<file path="config.mk">
export PLATFORM = sky130hd
export DESIGN_NAME = sdram_cpu_port
export DESIGN_NICKNAME = d
export VERILOG_FILES = /design/src/rtl/sdram_pkg.sv /design/src/rtl/sdram_slot_timer.sv /design/src/rtl/sdram_cpu_port.sv
export SDC_FILE = /design/constraint.sdc
export NUM_CORES = 1
export LEC_CHECK = 0
export BUFFER_PORTS_ARGS = -buffer_cell sky130_fd_sc_hd__buf_2
export CORE_MARGIN = 2
export CORE_UTILIZATION = 25
export DETAILED_ROUTE_END_ITERATION = 16
export GPL_ROUTABILITY_DRIVEN = 1
export PLACE_DENSITY = 0.52
export SYNTH_ARGS = -nofsm -noshare
export SYNTH_HDL_FRONTEND = slang
export SYNTH_SLANG_ARGS = --single-unit
</file>
<file path="constraint.sdc">
create_clock -name clk_hi -period 1.55 [get_ports clk_hi]
set_input_delay 0.0775 -clock clk_hi [delete_from_list [all_inputs] [get_ports clk_hi]]
set_output_delay 0.0775 -clock clk_hi [all_outputs]
set_load 0.01 [all_outputs]
</file>
<file path="src/rtl/sdram_pkg.sv">
// rtl/sdram_pkg.sv - slot constants, port state encoding and byte-strobe helper
package sdram_pkg;

  // Slot phases seen by the controller on sdt
  localparam logic [2:0] STATE_CMD_START   = 3'd0;
  localparam logic [2:0] STATE_CMD_CONT    = 3'd2;
  localparam logic [2:0] STATE_LAST        = 3'd7;
  localparam logic [2:0] READ_SLOT_DEFAULT = 3'd5;

  typedef enum logic [1:0] {
    ST_INIT,
    ST_IDLE,
    ST_PEND,
    ST_ACCESS
  } port_state_e;

  // Odd byte addresses live in the low half of the 16-bit word
  function automatic logic [1:0] byte_ds(input logic a0);
    return a0 ? 2'b01 : 2'b10;
  endfunction

endpackage

</file>
<file path="src/rtl/sdram_slot_timer.sv">
// rtl/sdram_slot_timer.sv - free-running slot phase counter with init countdown
module sdram_slot_timer
  import sdram_pkg::*;
#(
  parameter logic [2:0] READ_SLOT  = READ_SLOT_DEFAULT,
  parameter int         INIT_SLOTS = 32
) (
  input  logic       clk_hi,
  input  logic       rst_n,
  output logic [2:0] sdt,
  output logic       boundary,
  output logic       read_strobe,
  output logic       init_last
);

  localparam int IW = $clog2(INIT_SLOTS + 1);

  logic [2:0]    sdt_q, sdt_d;
  logic [IW-1:0] init_cnt_q, init_cnt_d;

  assign sdt         = sdt_q;
  assign boundary    = (sdt_q == STATE_LAST);
  assign read_strobe = (sdt_q == READ_SLOT);
  assign init_last   = boundary && (init_cnt_q == IW'(INIT_SLOTS - 1));

  // Phase advances every clock; init count steps once per slot and saturates
  always_comb begin
    sdt_d      = sdt_q + 3'd1;
    init_cnt_d = init_cnt_q;
    if (boundary && (init_cnt_q != IW'(INIT_SLOTS))) begin
      init_cnt_d = init_cnt_q + IW'(1);
    end
  end

  // Phase and init count registers
  always_ff @(posedge clk_hi) begin
    if (!rst_n) begin
      sdt_q      <= 3'd0;
      init_cnt_q <= '0;
    end else begin
      sdt_q      <= sdt_d;
      init_cnt_q <= init_cnt_d;
    end
  end

endmodule

</file>
<file path="src/rtl/sdram_cpu_port.sv">
// rtl/sdram_cpu_port.sv - CPU byte-request port issuing one-word SDRAM controller slots
module sdram_cpu_port
  import sdram_pkg::*;
#(
  parameter logic [2:0] READ_SLOT   = READ_SLOT_DEFAULT,
  parameter int         REFRESH_MAX = 4,
  parameter int         INIT_SLOTS  = 32
) (
  input  logic        clk_hi,
  input  logic        rst_n,
  output logic [2:0]  sdt,
  output logic        mem_init,
  output logic [23:0] mem_addr,
  output logic [1:0]  mem_ds,
  output logic [15:0] mem_din,
  input  logic [15:0] mem_dout,
  output logic        mem_oe,
  output logic        mem_we,
  input  logic        cpu_req,
  input  logic        cpu_we,
  input  logic [24:0] cpu_addr,
  input  logic [7:0]  cpu_wdata,
  output logic        cpu_ready,
  output logic        cpu_ack,
  output logic [7:0]  cpu_rdata
);

  localparam int RW = $clog2(REFRESH_MAX + 1);

  port_state_e   state_q, state_d;
  logic [24:0]   pend_addr_q, pend_addr_d;
  logic          pend_we_q, pend_we_d;
  logic [7:0]    pend_wdata_q, pend_wdata_d;
  logic [RW-1:0] refresh_cnt_q, refresh_cnt_d;
  logic [23:0]   mem_addr_q, mem_addr_d;
  logic [1:0]    mem_ds_q, mem_ds_d;
  logic [15:0]   mem_din_q, mem_din_d;
  logic          mem_oe_q, mem_oe_d;
  logic          mem_we_q, mem_we_d;
  logic          mem_init_q, mem_init_d;
  logic          cpu_ready_q, cpu_ready_d;
  logic          cpu_ack_q, cpu_ack_d;
  logic [7:0]    cpu_rdata_q, cpu_rdata_d;

  logic boundary, read_strobe, init_last, pend_now;

  sdram_slot_timer #(
    .READ_SLOT  (READ_SLOT),
    .INIT_SLOTS (INIT_SLOTS)
  ) u_timer (
    .clk_hi      (clk_hi),
    .rst_n       (rst_n),
    .sdt         (sdt),
    .boundary    (boundary),
    .read_strobe (read_strobe),
    .init_last   (init_last)
  );

  assign mem_init  = mem_init_q;
  assign mem_addr  = mem_addr_q;
  assign mem_ds    = mem_ds_q;
  assign mem_din   = mem_din_q;
  assign mem_oe    = mem_oe_q;
  assign mem_we    = mem_we_q;
  assign cpu_ready = cpu_ready_q;
  assign cpu_ack   = cpu_ack_q;
  assign cpu_rdata = cpu_rdata_q;

  // Port FSM: accept a byte request, issue it at the next slot boundary
  // (same edge if the request lands on a boundary), complete at the read slot.
  // A boundary with no request, or one forced after REFRESH_MAX accesses,
  // stays idle so the controller can refresh.
  always_comb begin
    state_d       = state_q;
    pend_addr_d   = pend_addr_q;
    pend_we_d     = pend_we_q;
    pend_wdata_d  = pend_wdata_q;
    refresh_cnt_d = refresh_cnt_q;
    mem_addr_d    = mem_addr_q;
    mem_ds_d      = mem_ds_q;
    mem_din_d     = mem_din_q;
    mem_oe_d      = mem_oe_q;
    mem_we_d      = mem_we_q;
    mem_init_d    = 1'b0;
    cpu_ready_d   = cpu_ready_q;
    cpu_ack_d     = 1'b0;
    cpu_rdata_d   = cpu_rdata_q;
    pend_now      = (state_q == ST_PEND);

    case (state_q)
      ST_INIT: begin
        if (init_last) begin
          state_d     = ST_IDLE;
          cpu_ready_d = 1'b1;
        end
      end
      ST_IDLE: begin
        if (cpu_req) begin
          pend_addr_d  = cpu_addr;
          pend_we_d    = cpu_we;
          pend_wdata_d = cpu_wdata;
          cpu_ready_d  = 1'b0;
          state_d      = ST_PEND;
          pend_now     = 1'b1;
        end
      end
      ST_ACCESS: begin
        if (read_strobe) begin
          if (!pend_we_q) begin
            cpu_rdata_d = pend_addr_q[0] ? mem_dout[7:0] : mem_dout[15:8];
          end
          cpu_ack_d   = 1'b1;
          cpu_ready_d = 1'b1;
          state_d     = ST_IDLE;
        end
      end
      default: ;
    endcase

    if (boundary) begin
      if (pend_now && (refresh_cnt_q != RW'(REFRESH_MAX))) begin
        mem_addr_d    = pend_addr_d[24:1];
        mem_ds_d      = byte_ds(pend_addr_d[0]);
        mem_din_d     = {pend_wdata_d, pend_wdata_d};
        mem_oe_d      = ~pend_we_d;
        mem_we_d      = pend_we_d;
        refresh_cnt_d = refresh_cnt_q + RW'(1);
        state_d       = ST_ACCESS;
      end else begin
        mem_oe_d      = 1'b0;
        mem_we_d      = 1'b0;
        refresh_cnt_d = '0;
      end
    end
  end

  // State, pending request and output registers
  always_ff @(posedge clk_hi) begin
    if (!rst_n) begin
      state_q       <= ST_INIT;
      pend_addr_q   <= '0;
      pend_we_q     <= 1'b0;
      pend_wdata_q  <= '0;
      refresh_cnt_q <= '0;
      mem_addr_q    <= '0;
      mem_ds_q      <= '0;
      mem_din_q     <= '0;
      mem_oe_q      <= 1'b0;
      mem_we_q      <= 1'b0;
      mem_init_q    <= 1'b1;
      cpu_ready_q   <= 1'b0;
      cpu_ack_q     <= 1'b0;
      cpu_rdata_q   <= '0;
    end else begin
      state_q       <= state_d;
      pend_addr_q   <= pend_addr_d;
      pend_we_q     <= pend_we_d;
      pend_wdata_q  <= pend_wdata_d;
      refresh_cnt_q <= refresh_cnt_d;
      mem_addr_q    <= mem_addr_d;
      mem_ds_q      <= mem_ds_d;
      mem_din_q     <= mem_din_d;
      mem_oe_q      <= mem_oe_d;
      mem_we_q      <= mem_we_d;
      mem_init_q    <= mem_init_d;
      cpu_ready_q   <= cpu_ready_d;
      cpu_ack_q     <= cpu_ack_d;
      cpu_rdata_q   <= cpu_rdata_d;
    end
  end

endmodule

</file>
# After elaboration in Yosys (flattened, before gate mapping)
# Index checks and enable logic that the tools add are counted.
[op_classes]
n_mux = 25
bitwise = 2
n_addsub = 3
reduce_logical = 9
n_eq_ne = 11
[ops]
columns = ["cell", "count"]
rows = [
  ["two-way mux 25 bit", 2],
  ["two-way mux 8 bit", 3],
  ["two-way mux 2 bit", 6],
  ["two-way mux 1 bit", 11],
  ["adder 3 x 1 -> 3 bit (second input constant)", 2],
  ["adder 6 x 1 -> 6 bit (second input constant)", 1],
  ["equality test 3 bit (second input constant)", 2],
  ["equality test 6 x 5 -> 1 bit (second input constant)", 1],
  ["!= test 2 bit (second input constant)", 3],
  ["!= test 6 bit (second input constant)", 1],
  ["case mux 2 bit (3 select lines)", 1],
  ["equality test 2 bit (second input constant)", 2],
  ["AND reduction 2 bit", 2],
  ["AND reduction 4 bit", 1],
  ["logical AND 1 bit", 3],
  ["two-way mux 3 bit", 1],
  ["!= test 3 bit (second input constant)", 1],
  ["case mux 1 bit (3 select lines)", 1],
  ["AND reduction 3 bit", 1],
  ["nonzero test 3 bit", 1],
  ["equality test 2 x 1 -> 1 bit (second input constant)", 1],
  ["logical NOT 2 bit", 1],
  ["NOT 1 bit", 2],
]
[word_totals]
inputBits = 53
ff_bits = 103
output_inout_bits = 58

# Logic depth before layout (Yosys ltp)
# Gate-level depths: netlist (run 1).
[logic_depth]
ltp_word = 6
depth_mapped = 9

# Cells and area by module
# Synthesis (run 1) repeated with hierarchy kept, for this count alone.
[unflattened]
hier_cells = 384
area_unflattened_um2 = 3938.8
[by_module_without_submodules]
columns = ["module", "area_each_um2", "cells_each", "seq_area_each_um2", "n_inst"]
rows = [
  ["sdram_cpu_port", 3467.1, 332, 1721.7, 1],
  ["sdram_slot_timer", 471.7, 52, 180.2, 1],
]

# Worst setup path after synthesis (run 1)
# No wires, ideal clock.
[synth_path]
path_kind = "flip-flop to flip-flop"
from = "register state_q[1]"
to = "register mem_din_q[10], in the netlist mem_din[10]"
stages_incl_launch_ff = 10
arrival_time_ns = 1.538
required_time_ns = 1.404
setup_ns = 0.146
slack_ns = -0.134
period_less_slack_ns = 1.684
cell_sequence = "dfxtp_1 inv_1 ha_1 and2_1 buf_6 o211a_1 buf_6 buf_4 nor2_1 a211oi_2"
[synth_between]
elab_chain_len = 5
elab_cells_between_ends = 7
cone_classes = "eq/ne: 2; mux: 3; reduce/logical: 2"
[synth_rtl]
columns = ["element", "line_no", "text"]
rows = [
  ["start: declaration", "sdram_cpu_port.sv:30", "port_state_e state_q, state_d;"],
  ["start signal: assignment", "sdram_cpu_port.sv:155", "state_q <= state_d;"],
  ["equality test 2 bit", "sdram_cpu_port.sv:88", "pend_now = (state_q == ST_PEND);"],
  ["two-way mux 1 bit", "sdram_cpu_port.sv:98", "if (cpu_req) begin"],
  ["two-way mux 1 bit", "sdram_cpu_port.sv:90", "case (state_q)"],
  ["logical AND 1 bit", "sdram_cpu_port.sv:121", "if (pend_now && (refresh_cnt_q != RW'(REFRESH_MAX))) begin"],
  ["AND reduction 2 bit (no line)", "n/a", ""],
  ["end signal: assignment", "sdram_cpu_port.sv:162", "mem_din_q <= mem_din_d;"],
  ["end: declaration", "sdram_cpu_port.sv:37", "logic [15:0] mem_din_q, mem_din_d;"],
]
# Parallel ways exist; a longest one is shown, timed or not.
# A chain may end at the register's enable or synchronous reset.

# Worst setup path in the final report (run 1)
[layout_path]
from = "register state_q[1]"
to = "register mem_addr_q[11], in the netlist mem_addr[11]"
[layout_between]
elab_chain_len = 5
elab_cells_between_ends = 7
cone_classes = "eq/ne: 2; mux: 3; reduce/logical: 2"
[layout_rtl]
columns = ["element", "line_no", "text"]
rows = [
  ["equality test 2 bit", "sdram_cpu_port.sv:88", ""],
  ["two-way mux 1 bit", "sdram_cpu_port.sv:98", ""],
  ["two-way mux 1 bit", "sdram_cpu_port.sv:90", ""],
  ["logical AND 1 bit", "sdram_cpu_port.sv:121", ""],
  ["AND reduction 2 bit (no line)", "n/a", ""],
  ["end signal: assignment", "sdram_cpu_port.sv:160", "mem_addr_q <= mem_addr_d;"],
  ["end: declaration", "sdram_cpu_port.sv:35", "logic [23:0] mem_addr_q, mem_addr_d;"],
]
# Parallel ways exist; a longest one is shown, timed or not.

==> reports/metrics.yaml, run 1 <==
route:
  drt_iter0_drc: 79
  vias: 3150
  viasPerCell: 4.45
  dr.pass1.iters: 4
  ant_nets: 0
  wl_um: 10200
  wire_per_inst_um: 14.4
  drc: 0
critical_path:
  worstSetupPathType: "reg2reg"
  cp.required_ns: 1.77
  critPathCaptureType: "flip-flop"
  path_buf_inv: 3
  critical-path-top-delay-family: "flip-flops"
  crit_chain: "inv_4, ha_4, and2_4, buf_12, o211a_4, clkbuf_16, nor2_2, a211oi_2"
  max_stage_delay_ns: 0.37
  path_max_fanout: 7
  critPathSlowestCell: "dfxtp_4"
  crit_arrival_ns: 1.82
  worstSetupStartpointType: "flip-flop"
synthesis:
  syn_area_um2: 3840
  syn_area_per_cell_um2: 10.4
  synth_area_leaders: "dfxtp_1, mux2i_1, a211oi_2"
  yosys.area.top_type: "dfxtp_1"
  synth_cells: 368
  ys_ff_latch: 95
  syn_nets: 432
  ys_types: 37
  yosysWarnings: 0
  synth_top_area_share_pct: 49.6
  ys_seq_area_share_pct: 49.6
grt:
  grt_pass1_vias: 3149
  grt_use_met2_pct: 20.8
  grt_max_degree: 63
  grt.met1_usage_pct: 15.5
  antenna_found_initial: 0
  globalRouteOverflowTotal: 0
  grt_first_pass_wirelength_um: 15800
  grt-busiest-layer: "met2"
  track_usage_pct: 12.6
  use_met3_pct: 2.92
floorplanning:
  start_util_pct: 25.4
  floorplan.die_area_um2: 16400
  die_h_um: 128
  pin_count: 111
  design.core.area_um2: 15100
  die_w_um: 128
  num_rows: 45
job:
  maxCapViolations: 0
placed_design:
  dp_cells: 659
  portBuffers: 110
  hpwl_um: 6130
  place_congestion: 0.815
  placed_area_um2: 4780
clocking:
  cts_made_buffers: 9
  clk-insertion-delay-late_ns: 0.34
  cts_sinks: 95
  clkTransAtPathRegs_ns: 0.06
  cts_tree: "yes"
  cts-root-buf: "clkbuf_16"
  cts.path.max_buffers: 2
  h-tree-depth: 3
finish:
  mostFrequentLayoutCell: "buf_2"
  drive_above_1_share_pct: 53.5
  layout_common_cells: "buf_2, dfxtp_1, nor2_1, a211oi_2, mux2i_1"
  stdcell_count: 708
  finalInstanceArea_um2: 5950
  fillers: 1474
  antenna_cells: 0
  multiInputGateArea_um2: 2220
  area_growth_pct: 55.0
  seq_area_um2: 1920
  finalNetCount: 579
sta:
  worst_pin_slew_ns: 0.348
  finalHoldViolCount: 0
  setup_viol: 20
  max-slew-margin-rel_pct: 76.5
  finalCritPeriodShare_pct: 104
  skew_ns: 0.00605
  max_freq_mhz: 622
  fin_crit_ns: 1.61
  worst_slack_ns: -0.0576
  drv_slew: 0
  rsz0062_at_grt: "true"
hold_path:
  hold_class: "in2reg"
power:
  p_per_area_nw_per_um2: 818
  clkPwrFrac_pct: 45.2
  p_leak_nw: 2.32
  p_int_mw: 3.85
  power.share.sequential_pct: 50.4
  netSwitchingFraction_pct: 21.0
  ir_worst_vdd_mv: 0.552
  p_sw_mw: 1.02
  pwr-share-comb_pct: 4.4
  p_total_mw: 4.87
run_status:
  violations: "setup timing"
  outcome: "complete, but fails checks"
==> worst min-delay path, stage by stage <==
cell and delay (ns):
buf_2 0.09, mux2i_2 0.07, nor2_1 0.08
==> what timing repair did <==
action | CTS | global route
cloned | 7 | 2
hold buffers | 12 | 0
endpoints found under the setup margin | 42 | 59
hold endpoints to repair | 12 | 0
resized for setup | 64 | 34
pin swaps | 23 | 17
setup buffers | 10 | 5
==> sequential cells by signal, indices dropped and copies added (netlist names), 2 cells and up <==
name,count
cpu_rdata,8
mem_addr,24
mem_din,8
mem_ds,2
pend_addr_q,25
pend_wdata_q,8
refresh_cnt_q,3
state_q,2
u_timer.init_cnt_q,6
u_timer.sdt,3
==> final timing paths <==
| path | from | end | slack, ns | depth (start not counted) |
|---|---|---|---|---|
| setup reg to reg | state_q[1]$_SDFF_PN0_ | mem_addr[11]$_SDFFE_PN0P_ | -0.06 | 8 |
| hold / removal | cpu_addr[14] | pend_addr_q[14]$_SDFF_PN0_ | 0.01 | 3 |
| setup / recovery | state_q[1]$_SDFF_PN0_ | mem_addr[11]$_SDFFE_PN0P_ | -0.06 | 8 |
| hold reg to reg | mem_ds[1]$_SDFFE_PN0P_ | mem_ds[1]$_SDFFE_PN0P_ | 0.49 | 2 |
==> cell usage after synthesis (all sizes together) <==
library cell,count
a22oi,2
buf,27
nand2,6
inv,11
nand3b,1
nor3,1
dfxtp,95
and2,2
o21ai,3
o31a,1
or3,1
o31ai,1
nor4b,1
o211a,2
o21bai,2
nand3,3
clkbuf,6
a2bb2oi,1
nor4,1
o211ai,1
a31oi,3
o311a,1
mux2i,44
a211oi,40
xor2,2
a21oi,7
nand2b,1
nor2,86
ha,11
nor2b,1
a221o,1
nand4,2
xnor2,1
==> cell type report <==
| cell class | instances | area share, % |
|---|---|---|
| clock buffer | 13 | 4.21 |
| multi-input combinational | 230 | 37.2 |
| tap | 188 | 3.95 |
| timing repair buffer | 168 | 20.9 |
| inverter | 11 | 0.757 |
| clock inverter | 3 | 0.715 |
| sequential | 95 | 32.2 |
==> per-layer routing <==
| layer | vias up | share of wire (%) |
|---|---|---|
| met5 | - | 0 |
| met4 | 0 | 2.1 |
| met3 | 12 | 4.7 |
| met2 | 81 | 47 |
| met1 | 1488 | 46 |
| li1 | 1569 | - |
==> power groups by stage <==
stage | logic (mW) | clock network [mW] | registers (mW)
after floorplan | 0.0593 | 0 | 2.51
after global placement | 0.169 | 0 | 2.51
after detailed placement | 0.173 | 0 | 2.51
after CTS | 0.209 | 2.31 | 2.45
after global routing | 0.237 | 2.39 | 2.45
final | 0.216 | 2.20 | 2.45
==> logic make-up (layout without fill, tap and decap cells) <==
family / after synthesis / count (layout) / synth area share (%)
DFF: 95 / 95 / 49.6
adders and majority gates: 11 / 11 / 3.59
muxes: 44 / 44 / 11.5
buffers and inverters: 44 / 195 / 6.98
and+or+nand+nor: 106 / 106 / 11.2
AOI/OAI and AO/OA: 65 / 66 / 16.5
xor gates and xnor gates: 3 / 3 / 0.685
==> metrics by stage <==
| stage | util, % | hold slack, ns | TNS [ns] | setup slack [ns] |
|---|---|---|---|---|
| final | 39.4 | 0.00963 | -0.455 | -0.0576 |
| after global routing | 39.4 | 0.0168 | -2.05 | -0.107 |
| after CTS | 38.3 | 0.000122 | -0.554 | -0.0385 |
| after detailed placement | 31.7 | 0.363 | -2.14 | -0.0921 |
| after global placement | 31.7 | 0.353 | -1.01 | -0.0403 |
| after floorplan | - | 0.199 | -0.778 | -0.0382 |
Note: power is estimated with default switching activity, not from simulation.
==> run 2, diff against run 1 <==
--- a/config.mk
+++ b/config.mk
@@ -11,6 +11,7 @@
 export DETAILED_ROUTE_END_ITERATION = 16
 export GPL_ROUTABILITY_DRIVEN = 1
 export PLACE_DENSITY = 0.52
+export RECOVER_POWER = 25
 export SYNTH_ARGS = -nofsm -noshare
 export SYNTH_HDL_FRONTEND = slang
 export SYNTH_SLANG_ARGS = --single-unit
==> run 2 against run 1 <==
The flow still finishes with violations (setup timing). First-iteration DRC count unchanged. Combinational power about the same. Non-clock buffer count did not move. Fmax up 0.12%.
==> reports/metrics.yaml, run 2 (synthesis results as in run 1) <==
hold_path:
  holdPathStages: 3
  hold_class: "in2reg"
placed_design:
  portBuffers: 110
  place_congestion: 0.815
  hpwl_um: 6130
  placed_area_um2: 4780
floorplanning:
  die_w_um: 128
  start_util_pct: 25.4
  design.core.area_um2: 15100
  floorplan.die_area_um2: 16400
  die_h_um: 128
  pin_count: 111
  num_rows: 45
clocking:
  cts.path.max_buffers: 2
  clk-insertion-delay-late_ns: 0.34
  cts_tree: "yes"
  clkTransAtPathRegs_ns: 0.06
  h-tree-depth: 3
  cts_made_buffers: 9
  cts_sinks: 95
  cts-root-buf: "clkbuf_16"
route:
  ant_nets: 0
  viasPerCell: 4.44
  wl_um: 10100
  highest_layer: "met4"
  drt_iter0_drc: 79
  routed-wl-met2_um: 4780
  drc: 0
  wire_per_inst_um: 14.3
  vias: 3145
  dr_wl_met3_um: 474
  wl_met1_um: 4670
  dr.pass1.iters: 4
finish:
  area_growth_pct: 54.0
  top_register: "pend_addr_q"
  drive_above_1_share_pct: 49.0
  finalNetCount: 579
  fillers: 1491
  mostFrequentLayoutCell: "dfxtp_1"
  antenna_cells: 0
  fin_util_pct: 39.2
  layout_common_cells: "dfxtp_1, buf_2, nor2_1, a211oi_2, mux2i_1"
  finalInstanceArea_um2: 5910
  largest_reg_flops: 25
sta:
  rsz0062_at_grt: "true"
  worst_slack_ns: -0.0557
  max-slew-margin-rel_pct: 76.5
  finalHoldViolCount: 0
  setup_viol: 18
  drv_slew: 0
  max_freq_mhz: 623
  setup_tns_ns: -0.422
  fin_crit_ns: 1.61
  skew_ns: 0.00545
  finalCritPeriodShare_pct: 104
  worst_pin_slew_ns: 0.348
critical_path:
  crit_start: "state_q[1]$_SDFF_PN0_"
  critPathCaptureType: "flip-flop"
  path_max_fanout: 7
  reg2reg_slack_ns: -0.06
  timing.rr.end: "mem_addr[11]$_SDFFE_PN0P_"
  crit_path_end: "mem_addr[11]$_SDFFE_PN0P_"
  crit_arrival_ns: 1.82
  rr_worst_depth: 8
  worstSetupPathType: "reg2reg"
  worstSetupStartpointType: "flip-flop"
  cp.required_ns: 1.77
  r2r_start: "state_q[1]$_SDFF_PN0_"
job:
  maxCapViolations: 0
power:
  p_total_mw: 4.86
  p_leak_nw: 2.23
  p_per_area_nw_per_um2: 823
  ir_worst_vdd_mv: 0.553
grt:
  grt_max_degree: 63
  track_usage_pct: 12.6
  grt_pass1_vias: 3149
  globalRouteOverflowTotal: 0
  antenna_found_initial: 0
  grt_first_pass_wirelength_um: 15800
run_status:
  violations: "setup timing"
  outcome: "complete, but fails checks"
run 2: cell count changes in the layout (fill, tap and decap cells not counted):
cell / change
dfxtp_2: -1
buf_2: -21
clkbuf_1: +21
ha_1: +1
ha_4: -1
dfxtp_1: +1
run 2: how the worst min path moves through the flow:
| stage | start | endpoint | slack, ns |
|---|---|---|---|
| floorplan | rst_n | u_timer.sdt[2]$_SDFF_PN0_ | 0.20 |
| global placement | cpu_addr[17] | pend_addr_q[17]$_SDFF_PN0_ | 0.35 |
| detailed placement | cpu_addr[8] | pend_addr_q[8]$_SDFF_PN0_ | 0.36 |
| CTS | cpu_wdata[4] | pend_wdata_q[4]$_SDFF_PN0_ | 0.0001 |
| global route | cpu_addr[14] | pend_addr_q[14]$_SDFF_PN0_ | 0.02 |
| finish | cpu_addr[14] | pend_addr_q[14]$_SDFF_PN0_ | 0.01 |
run 2: per-stage QoR:
stage	hold slack [ns]	instances	setup WS [ns]
final	0.0121	708	-0.0557
after detailed placement	0.363	659	-0.0921
after global routing	0.0168	708	-0.107
after global placement	0.353	659	-0.0403
after CTS	0.000122	704	-0.0385
after floorplan	0.199	368	-0.0382
run 2: critical path, cell delays in order, from the launching register on:
cell and delay, ns:
dfxtp_4 0.37, inv_4 0.04, ha_4 0.14, and2_4 0.16, buf_12 0.15, o211a_4 0.28
clkbuf_16 0.18, nor2_2 0.10, a211oi_2 0.05
run 2: cell type report:
class | instances | area, um2 | share of cell area, %
inverter | 11 | 45.0 | 0.762
clock inverter | 3 | 42.5 | 0.720
multi-input combinational | 230 | 2200 | 37.3
timing repair buffer | 168 | 1220 | 20.6
clock buffer | 13 | 250 | 4.23
tap | 188 | 235 | 3.98
sequential | 95 | 1910 | 32.4
run 2: per-layer routing:
metal / up-vias / track usage (%)
li1: 1568 / -
met1: 1484 / 15.5
met2: 81 / 20.8
met3: 12 / 2.92
met4: 0 / 6.40
met5: - / 0
run 2: report_power, final:
| group | total, mW | switching (mW) | internal (mW) |
|---|---|---|---|
| combinational | 0.215 | 0.110 | 0.105 |
| sequential | 2.45 | 0.00479 | 2.44 |
| clock | 2.20 | 0.904 | 1.29 |
| total | 4.86 | 1.02 | 3.84 |
run 2: what timing repair did:
action / 4_1_cts / 5_1_grt
hold endpoints to repair: 12 / 0
buffers inserted: 10 / 5
hold buffers: 12 / 0
endpoints found under the setup margin: 42 / 59
pin swaps: 23 / 17
resized for setup: 64 / 34
cloned: 7 / 2
